<file path="src/rtl/panel_input_cond_pkg.sv">
// Shared constants and types for the panel input conditioner and the pattern generator.
// Holds the pattern encodings, the scale and index limits, and the debounce default.
package panel_input_cond_pkg;

  typedef enum logic [2:0] {
    PATTN_NONE = 3'b000,
    PATTN_BARS = 3'b001,
    PATTN_TRI  = 3'b010,
    PATTN_CIRC = 3'b100
  } pattn_e;

  localparam int unsigned DEB_LIMIT_DEF = 32'h000F_FFFE;
  localparam int unsigned IDX_MAX_DEF   = 7;
  localparam int unsigned SCAL_MIN_DEF  = 1;
  localparam int unsigned SCAL_MAX_DEF  = 5;

  // Lane numbering for the synchronizer-only and debounced input groups.
  localparam int NUM_SYNC  = 3;
  localparam int SYNC_A    = 0;
  localparam int SYNC_B    = 1;
  localparam int SYNC_UP   = 2;

  localparam int NUM_DEB   = 4;
  localparam int LANE_DWN  = 0;
  localparam int LANE_BTN0 = 1;
  localparam int LANE_BTN1 = 2;
  localparam int LANE_BTN2 = 3;

  typedef struct packed {
    logic [3:0] indx;
    logic       rsvd;
    logic [2:0] scal;
  } led_t;

  // acc = {btn2, btn1, btn0}; the lowest-numbered button wins a same-cycle tie.
  function automatic pattn_e btn_pattn(input logic [2:0] acc, input pattn_e cur);
    pattn_e nxt;
    nxt = cur;
    if (acc[0])      nxt = PATTN_BARS;
    else if (acc[1]) nxt = PATTN_TRI;
    else if (acc[2]) nxt = PATTN_CIRC;
    return nxt;
  endfunction

endpackage

</file>
<file path="src/rtl/panel_input_cond_if.sv">
// Raw panel pins in, conditioned control state out.
interface panel_input_cond_if;
  logic       rot_A;
  logic       rot_B;
  logic       rot_dwn;
  logic       BTN0;
  logic       BTN1;
  logic       BTN2;
  logic       scal_up;
  logic [2:0] pattn;
  logic [2:0] pattn_scal;
  logic [3:0] rot_indx;
  logic       rot_step;
  logic       rot_dir;
  logic       press;
  logic [7:0] led;

  modport slave (
    input  rot_A, rot_B, rot_dwn, BTN0, BTN1, BTN2, scal_up,
    output pattn, pattn_scal, rot_indx, rot_step, rot_dir, press, led
  );

  modport master (
    output rot_A, rot_B, rot_dwn, BTN0, BTN1, BTN2, scal_up,
    input  pattn, pattn_scal, rot_indx, rot_step, rot_dir, press, led
  );
endinterface

</file>
<file path="src/rtl/panel_input_cond_input_debounce.sv">
// One input lane: 2-flop synchronizer, optionally followed by a saturating
// hold counter that fires a single accept pulse when the hold reaches DEB_LIMIT.
module input_debounce
  import panel_input_cond_pkg::*;
#(
  parameter int          DEB_W     = 20,
  parameter int unsigned DEB_LIMIT = DEB_LIMIT_DEF,
  parameter bit          SYNC_ONLY = 1'b0,
  parameter bit          RST_VAL   = 1'b0
) (
  input  logic clk,
  input  logic reset,
  input  logic din,
  output logic sync,
  output logic accept
);
  localparam logic [DEB_W-1:0] LIM = DEB_W'(DEB_LIMIT);
  localparam logic [DEB_W-1:0] ONE = DEB_W'(1);

  logic [1:0]       sync_q;
  logic [DEB_W-1:0] cnt;
  logic             acc_q;

  always_ff @(posedge clk or negedge reset) begin
    if (!reset) sync_q <= {2{RST_VAL}};
    else        sync_q <= {sync_q[0], din};
  end

  assign sync = sync_q[1];

  // Sync-only lanes pin the counter at zero so it folds away entirely.
  always_ff @(posedge clk or negedge reset) begin
    if (!reset) begin
      cnt   <= '0;
      acc_q <= 1'b0;
    end else if (SYNC_ONLY) begin
      cnt   <= '0;
      acc_q <= 1'b0;
    end else begin
      acc_q <= sync_q[1] && (cnt == LIM - ONE);
      if (!sync_q[1])     cnt <= '0;
      else if (cnt < LIM) cnt <= cnt + ONE;
    end
  end

  assign accept = acc_q;

endmodule

</file>
<file path="src/rtl/panel_input_cond.sv">
// Panel input conditioner: synchronizes encoder pins, filters quadrature into
// detents, debounces push/buttons and holds pattern, scale and rotation state.
module panel_input_cond
  import panel_input_cond_pkg::*;
#(
  parameter int          DEB_W     = 20,
  parameter int unsigned DEB_LIMIT = DEB_LIMIT_DEF,
  parameter int unsigned IDX_MAX   = IDX_MAX_DEF,
  parameter int unsigned SCAL_MIN  = SCAL_MIN_DEF,
  parameter int unsigned SCAL_MAX  = SCAL_MAX_DEF
) (
  input logic               clk,
  input logic               reset,
  panel_input_cond_if.slave pif
);
  localparam logic [3:0] IDX_TOP = 4'(IDX_MAX);
  localparam logic [2:0] SCAL_LO = 3'(SCAL_MIN);
  localparam logic [2:0] SCAL_HI = 3'(SCAL_MAX);

  logic [NUM_SYNC-1:0] sync_raw, sync_lvl, sync_acc_unused;
  logic [NUM_DEB-1:0]  deb_raw, deb_acc, deb_lvl_unused;

  assign sync_raw[SYNC_A]   = pif.rot_A;
  assign sync_raw[SYNC_B]   = pif.rot_B;
  assign sync_raw[SYNC_UP]  = pif.scal_up;
  assign deb_raw[LANE_DWN]  = pif.rot_dwn;
  assign deb_raw[LANE_BTN0] = pif.BTN0;
  assign deb_raw[LANE_BTN1] = pif.BTN1;
  assign deb_raw[LANE_BTN2] = pif.BTN2;

  // Encoder channels idle high, so their synchronizers come out of reset at 1.
  for (genvar i = 0; i < NUM_SYNC; i++) begin : g_sync
    input_debounce #(
      .DEB_W(DEB_W), .DEB_LIMIT(DEB_LIMIT), .SYNC_ONLY(1'b1), .RST_VAL(i != SYNC_UP)
    ) u_lane (
      .clk(clk), .reset(reset), .din(sync_raw[i]),
      .sync(sync_lvl[i]), .accept(sync_acc_unused[i])
    );
  end

  for (genvar i = 0; i < NUM_DEB; i++) begin : g_deb
    input_debounce #(
      .DEB_W(DEB_W), .DEB_LIMIT(DEB_LIMIT), .SYNC_ONLY(1'b0), .RST_VAL(1'b0)
    ) u_lane (
      .clk(clk), .reset(reset), .din(deb_raw[i]),
      .sync(deb_lvl_unused[i]), .accept(deb_acc[i])
    );
  end

  logic a_s, b_s, up_s;
  assign a_s  = sync_lvl[SYNC_A];
  assign b_s  = sync_lvl[SYNC_B];
  assign up_s = sync_lvl[SYNC_UP];

  // q1 tracks the last full-agreement state (11/00), q2 the last split state (01/10);
  // chatter inside one state class cannot move either flag.
  logic q1, q2, q1_d, detent;

  always_ff @(posedge clk or negedge reset) begin
    if (!reset) begin
      q1   <= 1'b1;
      q2   <= 1'b1;
      q1_d <= 1'b1;
    end else begin
      q1_d <= q1;
      if (a_s && b_s)        q1 <= 1'b1;
      else if (!a_s && !b_s) q1 <= 1'b0;
      if (!a_s && b_s)       q2 <= 1'b1;
      else if (a_s && !b_s)  q2 <= 1'b0;
    end
  end

  assign detent = q1 & ~q1_d;

  logic [3:0] indx_q;
  logic       step_q, dir_q;

  always_ff @(posedge clk or negedge reset) begin
    if (!reset) begin
      indx_q <= 4'd0;
      step_q <= 1'b0;
      dir_q  <= 1'b0;
    end else begin
      step_q <= detent;
      if (detent) begin
        dir_q <= q2;
        if (q2) indx_q <= (indx_q == 4'd0) ? IDX_TOP : indx_q - 4'd1;
        else    indx_q <= (indx_q == IDX_TOP) ? 4'd0 : indx_q + 4'd1;
      end
    end
  end

  logic [2:0] scal_q;
  logic       press_q;
  pattn_e     pattn_q;

  always_ff @(posedge clk or negedge reset) begin
    if (!reset) begin
      scal_q  <= 3'd0;
      press_q <= 1'b0;
      pattn_q <= PATTN_NONE;
    end else begin
      press_q <= deb_acc[LANE_DWN];
      // A decrement from 0 is blocked by the SCAL_LO floor, so 0 sticks.
      if (deb_acc[LANE_DWN]) begin
        if (up_s) begin
          if (scal_q < SCAL_HI) scal_q <= scal_q + 3'd1;
        end else if (scal_q > SCAL_LO) begin
          scal_q <= scal_q - 3'd1;
        end
      end
      pattn_q <= btn_pattn(deb_acc[LANE_BTN2:LANE_BTN0], pattn_q);
    end
  end

  led_t led_w;
  assign led_w = '{indx: indx_q, rsvd: 1'b0, scal: scal_q};

  assign pif.pattn      = pattn_q;
  assign pif.pattn_scal = scal_q;
  assign pif.rot_indx   = indx_q;
  assign pif.rot_step   = step_q;
  assign pif.rot_dir    = dir_q;
  assign pif.press      = press_q;
  assign pif.led        = led_w;

endmodule
</file>
<file path="src/flat_wrapper.sv">
// flat-port wrapper written by rule: the top's interface ports become plain ports
module panel_input_cond_flat import panel_input_cond_pkg::*;
#(
  parameter int          DEB_W     = 20,
  parameter int unsigned DEB_LIMIT = DEB_LIMIT_DEF,
  parameter int unsigned IDX_MAX   = IDX_MAX_DEF,
  parameter int unsigned SCAL_MIN  = SCAL_MIN_DEF,
  parameter int unsigned SCAL_MAX  = SCAL_MAX_DEF
)
  (clk, reset, pif_rot_A, pif_rot_B, pif_rot_dwn, pif_BTN0, pif_BTN1, pif_BTN2, pif_scal_up, pif_pattn, pif_pattn_scal, pif_rot_indx, pif_rot_step, pif_rot_dir, pif_press, pif_led);
  panel_input_cond_if pif_i ();
  input logic clk;
  input logic reset;
  input wire logic [$bits(pif_i.rot_A)-1:0] pif_rot_A;
  input wire logic [$bits(pif_i.rot_B)-1:0] pif_rot_B;
  input wire logic [$bits(pif_i.rot_dwn)-1:0] pif_rot_dwn;
  input wire logic [$bits(pif_i.BTN0)-1:0] pif_BTN0;
  input wire logic [$bits(pif_i.BTN1)-1:0] pif_BTN1;
  input wire logic [$bits(pif_i.BTN2)-1:0] pif_BTN2;
  input wire logic [$bits(pif_i.scal_up)-1:0] pif_scal_up;
  output wire logic [$bits(pif_i.pattn)-1:0] pif_pattn;
  output wire logic [$bits(pif_i.pattn_scal)-1:0] pif_pattn_scal;
  output wire logic [$bits(pif_i.rot_indx)-1:0] pif_rot_indx;
  output wire logic [$bits(pif_i.rot_step)-1:0] pif_rot_step;
  output wire logic [$bits(pif_i.rot_dir)-1:0] pif_rot_dir;
  output wire logic [$bits(pif_i.press)-1:0] pif_press;
  output wire logic [$bits(pif_i.led)-1:0] pif_led;
  assign pif_i.rot_A = pif_rot_A;
  assign pif_i.rot_B = pif_rot_B;
  assign pif_i.rot_dwn = pif_rot_dwn;
  assign pif_i.BTN0 = pif_BTN0;
  assign pif_i.BTN1 = pif_BTN1;
  assign pif_i.BTN2 = pif_BTN2;
  assign pif_i.scal_up = pif_scal_up;
  assign pif_pattn = pif_i.pattn;
  assign pif_pattn_scal = pif_i.pattn_scal;
  assign pif_rot_indx = pif_i.rot_indx;
  assign pif_rot_step = pif_i.rot_step;
  assign pif_rot_dir = pif_i.rot_dir;
  assign pif_press = pif_i.press;
  assign pif_led = pif_i.led;
  panel_input_cond #(.DEB_W(DEB_W), .DEB_LIMIT(DEB_LIMIT), .IDX_MAX(IDX_MAX), .SCAL_MIN(SCAL_MIN), .SCAL_MAX(SCAL_MAX)) u_core (.clk(clk), .reset(reset), .pif(pif_i));
endmodule
</file>
<file path="config.mk">
export PLATFORM = sky130hd
export DESIGN_NAME = panel_input_cond_flat
export DESIGN_NICKNAME = d
export VERILOG_FILES = /design/src/rtl/panel_input_cond_pkg.sv /design/src/rtl/panel_input_cond_if.sv /design/src/rtl/panel_input_cond_input_debounce.sv /design/src/rtl/panel_input_cond.sv /design/src/flat_wrapper.sv
export SDC_FILE = /design/constraint.sdc
export NUM_CORES = 1
export LEC_CHECK = 0
export CAP_MARGIN = 20
export CORE_MARGIN = 8
export CORE_UTILIZATION = 40
export DETAILED_ROUTE_END_ITERATION = 16
export HOLD_SLACK_MARGIN = 0.03
export SLEW_MARGIN = 20
export SYNTH_ARGS = -nofsm -noshare
export SYNTH_HDL_FRONTEND = slang
export SYNTH_HIERARCHICAL = 1
export SYNTH_SLANG_ARGS = --single-unit
</file>
<file path="constraint.sdc">
create_clock -name clk -period 2.6 [get_ports clk]
set_input_delay 0.39 -clock clk [delete_from_list [all_inputs] [get_ports clk]]
set_output_delay 0.39 -clock clk [all_outputs]
set_load 0.1 [all_outputs]
</file>
### Yosys cells after proc, flatten, opt, wreduce, memory -nomap -nowiden

Index checks and enable logic that the tools add are counted.

| word-level totals | value |
|---|---|
| bits in registers | 114 |
| input bits | 9 |
| logic and storage cells | 87 |

| cells by class | value |
|---|---|
| equal/unequal tests | 10 |
| bitwise gates (word level) | 2 |
| add/sub/neg operators | 8 |
| muxes and demuxes | 21 |
| reduce and logical (&&, ||, !) cells | 16 |
| magnitude comparators | 6 |

Operators with widths:

| cell | number |
|---|---|
| $mux 20 | 8 |
| $add 20x1->20 const B | 4 |
| $eq 20x20->1 const B | 4 |
| $lt 20x20->1 const B | 4 |
| $mux 3 | 6 |
| $mux 4 | 3 |
| $ne 2x1->1 const B | 5 |
| $logic_and 1x1->1 | 8 |
| $reduce_bool 2->1 | 3 |
| $add 4x1->4 const B | 1 |
| $eq 4x3->1 const B | 1 |
| $logic_not 4->1 | 1 |
| $mux 1 | 4 |
| $sub 4x1->4 const B | 1 |
| $add 3x1->3 const B | 1 |
| $gt 3x1->1 const B | 1 |
| $lt 3x3->1 const B | 1 |
| $reduce_and 3->1 | 1 |
| $reduce_bool 3->1 | 1 |
| $sub 3x1->3 const B | 1 |
| $logic_not 1->1 | 2 |
| $and 1x1->1 | 1 |
| $not 1->1 | 1 |

### Logic depth before layout (Yosys ltp)

Gate-level depths: netlist (run 1).

| logic depth | value |
|---|---|
| word-level depth | 4 |
| gate-level depth with buffers | 5 |
| mapped depth without buffers | 5 |

### Modules after synthesis

Netlist (run 1), hierarchy kept.

Modules (own cells, without submodules):

| module | instances | sequential area each (µm²) | cells an instance | area each (µm²) |
|---|---|---|---|---|
| input_debounce at u_core.g_deb[0].u_lane ... | 4 | 575.6 | 135 | 1,282.5 |
| panel_input_cond | 1 | 404.1 | 91 | 918.4 |
| input_debounce at u_core.g_sync[0].u_lane ... | 2 | 52.6 | 4 | 63.8 |
| input_debounce at u_core.g_sync[2].u_lane | 1 | 50.0 | 4 | 61.3 |

### Least setup slack after synthesis (run 1)

Ideal clock, no wire load.

| timing | value |
|---|---|
| path kind | reg2reg |
| start point | register u_core.scal_q[0] (netlist: u_core/pif.pattn_scal[0]) |
| end point | register u_core.scal_q[2] (netlist: u_core/pif.pattn_scal[2]) |
| cell stages (with the launch flop) | 6 |
| setup slack | 0.477 ns |
| arrival | 2.002 ns |
| buffers on the path | 0 |
| cells stage by stage | dfrtp_1 -> inv_1 -> ha_1 -> mux2_4 -> a21o_1 -> o211a_1 |

| between the ends | value |
|---|---|
| word-level cells in the longest chain between the ends | 3 |
| elaborated cells on any way between the ends | 10 |

RTL lines:

| element | RTL line | text |
|---|---|---|
| start: declaration | panel_input_cond.sv:93 | `logic [2:0] scal_q;` |
| start signal: assignment | panel_input_cond.sv:107 | `if (scal_q < SCAL_HI) scal_q <= scal_q + 3'd1;` |
| start signal: assignment | panel_input_cond.sv:109 | `scal_q <= scal_q - 3'd1;` |
| $lt 3x3->1, or another cell as far along | panel_input_cond.sv:107 |  |
| $ne 2x1->1 (no source line), or another cell as far along | n/a |  |
| $reduce_and 3->1 (no source line) / $mux 3 (equally long branches) | n/a |  |

Parallel ways exist; a longest one is shown, timed or not. The select of a mux whose other input is x is not followed.
A chain may end at the register's enable or synchronous reset.

### Final worst setup path (run 1)

| timing | value |
|---|---|
| start point | register u_core.g_deb[0].u_lane.cnt[1] |
| end point | register u_core.g_deb[0].u_lane.cnt[16] |

| between the ends | value |
|---|---|
| word-level cells in the longest chain between the ends | 3 |
| elaborated cells on any way between the ends | 5 |

RTL lines:

| element | RTL line | text |
|---|---|---|
| start: declaration | panel_input_cond_input_debounce.sv:21 | `logic [DEB_W-1:0] cnt;` |
| start signal: assignment | panel_input_cond_input_debounce.sv:42 | `else if (cnt < LIM) cnt <= cnt + ONE;` |
| $add 20x1->20 | panel_input_cond_input_debounce.sv:42 |  |
| $mux 20 | panel_input_cond_input_debounce.sv:42 |  |
| $mux 20 | panel_input_cond_input_debounce.sv:41 | `if (!sync_q[1]) cnt <= '0;` |

Parallel ways exist; a longest one is shown, timed or not. The select of a mux whose other input is x is not followed.

==> impl_metrics.ini, run 1 <==
[run_status]
outcome = complete, no violations

[sta]
setup_tns_ns = 0
fin_crit_sh = 0.798
tightest_slew_ns = 0.618
finalClockSkew_ns = 0.00784
finalSetupViolations = 0
final-hold-violation-count = 0
rsz0062_at_grt = no
relSlewSlack = 0.584
slew_viol_final = 0
fin_crit_ns = 2.08
timing.fmax_mhz = 482

[detailed_routing]
drc = 0
wl_met2_microns = 6060
routed_wirelength_microns = 12900
drt_iter0_markers = 300
dr_total_vias = 4866
postRouteAntennaNets = 0
drt-pass1-iter-count = 4
drt-met1-wl_microns = 6170
post_drt_wl_per_cell_microns = 14.8
via_per_inst = 5.57
top_layer = met4
wl_met3_microns = 505

[placement]
dp_hpwl_microns = 8980
post_dp_cell_area_sq_um = 6650
globalplace.congestion = 0.838
io_buffers = 28

[critical_path]
cp-start-kind = flip-flop
reg2reg_depth = 5
crit_end = u_core/g_deb[0].u_lane/cnt[16]
reg2reg_from = u_core/g_deb[0].u_lane/cnt[1]
rr_endpoint = u_core/g_deb[0].u_lane/cnt[16]
r2r_slack_ns = 0.52
arrival_ns = 2.40
cp-end-kind = flip-flop
cp.required_ns = 2.93
crit_path_start = u_core/g_deb[0].u_lane/cnt[1]
crit_fanout = 6
worstSetupPathType = flip-flop to flip-flop

[grt]
grt_antenna_before_repair = 0
grt_max_degree = 69
grt-ovfl-total = 0
grt_pass1_vias = 4886
grt_pass1_wl_microns = 22700
globalRouteTotalUtil = 0.140

[power]
power_density_nw_per_um2 = 737
p_leak_nw = 2.97
ir_drop_v = 0.000664

[cells_and_area]
drive_gt1_frac = 0.141
fin_nets = 696
area_growth_pct = 17.7
antenna_cells = 0
n_fill_cell = 1401
finish.instance_area_sq_um = 7300

[floorplanning]
num_rows = 45
ios = 30
fp.dieArea_sq_um = 19800
coreArea_sq_um = 15200
die_w_microns = 141
dieHeight_microns = 141
initial_core_util = 0.408

[clocking]
cts_tree = done
worstSkewPairLatency_ns = 0.42
cts_setup_buffers = 0
numCtsBuffers = 17
cts.sinks = 114
h-tree-depth = 4
postCtsResizedCells = 0
cts-root-buf = clkbuf_16
clockBufferDepth = 2
path_clk_slew_ns = 0.06

[yosys]
syn_area_sq_um = 6200
synth.avg_cell_area_sq_um = 9.74
synth_nets = 660
syn-instance-count = 637
synth_warnings = 6

[job]
cap_violations = 0

[min_path]
hold_class = flip-flop to flip-flop
[how the worst min path moves through the flow]
stage | slack [ns] | from | to | cells past startpoint
after global routing | 0.36 | u_core/g_deb[1].u_lane/sync_q[0] | u_core/g_deb[1].u_lane/sync_q[1] | 0
after global placement | 0.31 | reset | u_core/g_deb[3].u_lane/cnt[13] | 1
after CTS | 0.35 | u_core/g_deb[0].u_lane/sync_q[0] | u_core/g_deb[0].u_lane/sync_q[1] | 0
final | 0.35 | u_core/g_deb[0].u_lane/sync_q[0] | u_core/g_deb[0].u_lane/sync_q[1] | 0
after detailed placement | 0.31 | reset | u_core/g_deb[3].u_lane/cnt[16] | 1
after floorplan | 0.09 | reset | u_core/g_deb[0].u_lane/accept | 0
[power breakdown]
group          total, mW  switching (mW)  leakage, nW  internal [mW]
clock network       2.48           0.827        0.298           1.65
registers           1.96           0.110         1.52           1.85
logic              0.934           0.724         1.14          0.211
[registers in the layout, indices dropped and copies added, names as in the netlist, 3 cells and up]
name / cells
u_core/g_sync.u_lane/sync_q: 6
u_core/g_deb.u_lane/cnt: 80
u_core/g_deb.u_lane/accept: 4
u_core/pif.pattn_scal: 3
u_core/g_deb.u_lane/sync_q: 8
u_core/pif.rot_indx: 4
u_core/pif.pattn: 3
[layer usage]
layer | vias to the layer above | track usage
met1 | 2357 | 0.172
met4 | 0 | 0.0628
li1 | 2415 | -
met2 | 76 | 0.224
met5 | - | 0
met3 | 18 | 0.0387
[critical path, cell delays in order (launching register included)]
cell     delay, ns
dfrtp_1       0.43
ha_1          0.20
nand3_1       0.20
or4_4         0.51
or4_1         0.49
a21oi_1       0.16
[cell usage in the layout (no fill, tap or decap), types with 3 or more instances in the layout]
master / count
a211oi_1: 4
a21boi_0: 8
a21oi_1: 53
and3_1: 9
and4_1: 12
buf_4: 35
bufinv_16: 4
clkbuf_16: 17
clkdlybuf4s50_1: 7
clkinv_1: 4
clkinv_4: 3
clkinvlp_4: 4
dfrtp_1: 107
dfstp_2: 7
ha_1: 14
inv_1: 20
mux2_2: 7
mux2i_1: 41
nand2_1: 72
nand2b_1: 37
nand3_1: 39
nand4_1: 12
nand4_4: 4
nor2_1: 29
nor3_1: 8
nor4_1: 16
nor4_2: 4
o21a_1: 4
o21ai_0: 14
o311ai_0: 4
o31ai_1: 22
o41ai_1: 4
or3_1: 13
or4_1: 16
or4_4: 4
or4b_1: 4
[through the flow]
stage               std cells  worst slack (ns)  power [mW]  hold slack [ns]  utilization
finish                    874             0.524        5.38            0.347        0.480
global route              874             0.381        5.60            0.356        0.480
CTS                       874             0.532        5.45            0.349        0.480
detailed placement        841             0.533        2.93            0.315        0.438
global placement          841             0.596        2.92            0.313        0.438
floorplan                 637             0.477        2.74           0.0944            -
[what timing repair did]
item	4_1_cts	5_1_grt
hold endpoints to repair	21	0
hold buffers	1	0
endpoints found under the setup margin	0	0
[cell type report]
cell class                      instances  area (sq um)  share of cell area
Clock buffer                           20           457              0.0626
Inverter                               25          93.8              0.0129
Multi-Input combinational cell        471          3110               0.426
Sequential cell                       114          2860               0.392
Tap cell                              188           235              0.0322
Timing Repair Buffer                   44           363              0.0497
Clock inverter                         12           181              0.0249
(Power assumes the default switching activity.)
==> inputs of run 2 (changes only) <==
Clock period 2.6 ns to 1.97 ns, I/O delays scaled along.
==> impl_metrics.ini, run 2 (synthesized netlist as in run 1, its figures left out) <==
[run_status]
outcome = complete, no violations

[sta]
final-hold-violation-count = 0
relSlewSlack = 0.551
fin_crit_sh = 0.981
tightest_slew_ns = 0.668
finalClockSkew_ns = 0.0105
fin_crit_ns = 1.93
finalSetupViolations = 0
rsz0062_at_grt = yes
slew_viol_final = 0
timing.fmax_mhz = 518
fin_ws_ns = 0.0381

[clocking]
cts-root-buf = clkbuf_16
cts.sinks = 114
h-tree-depth = 4
worstSkewPairLatency_ns = 0.42
clockBufferDepth = 2
path_clk_slew_ns = 0.06
cts_tree = done
numCtsBuffers = 17

[floorplanning]
num_rows = 45
coreArea_sq_um = 15200
ios = 30
dieHeight_microns = 141
initial_core_util = 0.408
die_w_microns = 141
fp.dieArea_sq_um = 19800

[power]
power_frac_comb = 0.193
ir_drop_v = 0.000824
pwr-share-seq = 0.382
swShare = 0.327
p_leak_nw = 3.11
power_density_nw_per_um2 = 892
internal-power_mw = 4.59
p_sw_mw = 2.23
clock_power_share = 0.425

[critical_path]
crit_path_start = u_core/g_deb[1].u_lane/cnt[1]
cp.required_ns = 2.30
r2r_slack_ns = 0.04
cp-start-kind = flip-flop
crit_fanout = 6
worstSetupPathType = flip-flop to flip-flop
arrival_ns = 2.27
reg2reg_from = u_core/g_deb[1].u_lane/cnt[1]
crit_end = u_core/g_deb[1].u_lane/cnt[16]
slowest_stage = or4_4
cp-end-kind = flip-flop
reg2reg_depth = 5
worstPathCellList = ha_4, nand3_2, or4_4, or4_1, a21oi_1
crit_path_max_incr_delay_ns = 0.59
rr_endpoint = u_core/g_deb[1].u_lane/cnt[16]

[detailed_routing]
drt-pass1-iter-count = 5
via_per_inst = 5.53
postRouteAntennaNets = 0
drt_iter0_markers = 240
dr_total_vias = 5030
drc = 0
post_drt_wl_per_cell_microns = 14.6
routed_wirelength_microns = 13300

[grt]
grt_max_degree = 46
grt_pass1_wl_microns = 22800
grt_pass1_vias = 4879
globalRouteTotalUtil = 0.139
grt_antenna_before_repair = 0
grt-ovfl-total = 0

[cells_and_area]
largest-register = u_core/g_deb.u_lane/cnt
finish.instance_area_sq_um = 7640
final_cell_mix = dfrtp_1 (88), nand2_1 (70), buf_4 (67)
fin_nets = 732
area_growth_pct = 23.2
final_common_cell = dfrtp_1
drive_gt1_frac = 0.235
n_fill_cell = 1379
antenna_cells = 0
finalCoreUtilization = 0.503
largest_reg_flops = 80
reg.largest.list = u_core/g_deb.u_lane/cnt x80, u_core/g_deb.u_lane/sync_q x8, u_core/g_sync.u_lane/sync_q x6

[placement]
post_dp_cell_area_sq_um = 6880
place_ws_ns = 0.0105
io_buffers = 28
globalplace.congestion = 0.827
dp_hpwl_microns = 9010

[job]
cap_violations = 0

[min_path]
hold_class = primary input to asynchronous set/reset pin
==> run 2: worst max-delay path: cells and delay by family, from the launching register on <==
family                   cells  cell delay [ns]
flip-flops                   1             0.41
AND/OR/NAND/NOR              3             1.15
adder cells (fa/ha/maj)      1             0.15
AO/OA/AOI/OAI                1             0.14
==> run 2: worst min-delay path by stage <==
stage | end | cells past startpoint | startpoint | slack (ns)
2_1_floorplan | u_core/g_deb[0].u_lane/accept | 0 | reset | -0.00009
3_3_place_gp | u_core/g_deb[3].u_lane/cnt[13] | 1 | reset | 0.18
3_5_place_dp | u_core/g_deb[3].u_lane/cnt[15] | 1 | reset | 0.18
4_1_cts | u_core/g_deb[3].u_lane/cnt[15] | 2 | reset | 0.27
5_1_grt | u_core/g_sync[1].u_lane/sync_q[0] | 1 | pif_rot_B | 0.28
6_report | u_core/g_deb[3].u_lane/cnt[15] | 2 | reset | 0.29
==> run 2: power groups by stage <==
| stage | logic [mW] | registers (mW) | clock network [mW] |
|---|---|---|---|
| 6_report | 1.31 | 2.60 | 2.90 |
| 5_1_grt | 1.39 | 2.63 | 3.09 |
| 4_1_cts | 1.30 | 2.60 | 2.98 |
| 3_5_place_dp | 1.30 | 2.64 | 0 |
| 3_3_place_gp | 1.28 | 2.63 | 0 |
| 2_1_floorplan | 0.651 | 2.97 | 0 |
==> run 2: area by class of cell <==
class,count,area [sq um],area share
Clock buffer,19,453,0.0593
Clock inverter,13,111,0.0146
Inverter,25,93.8,0.0123
Multi-Input combinational cell,471,3180,0.416
Sequential cell,114,2890,0.378
Tap cell,188,235,0.0308
Timing Repair Buffer,80,683,0.0894
==> run 2: timing repair <==
action                                 4_1_cts  5_1_grt
gates cloned                                 0        0
hold buffers                                 1        0
endpoints found under the hold margin       14        0
setup endpoints to repair                    1       19
pin swaps                                    0        4
gates resized for setup                      1       35
setup buffers                                0       13
==> run 2: metal layers <==
| layer | routed length, microns | GRT usage | share of wire |
|---|---|---|---|
| met1 | 6140 | 0.169 | 0.46 |
| met2 | 6460 | 0.227 | 0.49 |
| met3 | 537 | 0.0459 | 0.041 |
| met4 | 122 | 0.0492 | 0.0092 |
| met5 | 0 | 0 | 0 |
==> run 2: through the flow <==
stage          total power [mW]  hold WS (ns)  cells  setup TNS, ns
2_1_floorplan              3.62    -0.0000911    637              0
3_3_place_gp               3.91         0.179    864              0
3_5_place_dp               3.94         0.179    864              0
4_1_cts                    6.88         0.272    897              0
5_1_grt                    7.11         0.277    910        -0.0900
6_report                   6.82         0.287    910              0
==> inputs of run 3 (changes only) <==
Settings changed: CTS_CLUSTER_SIZE set to 24.
==> results of run 3 <==
No change in the layout: final DEF, timing and power equal those of run 2.
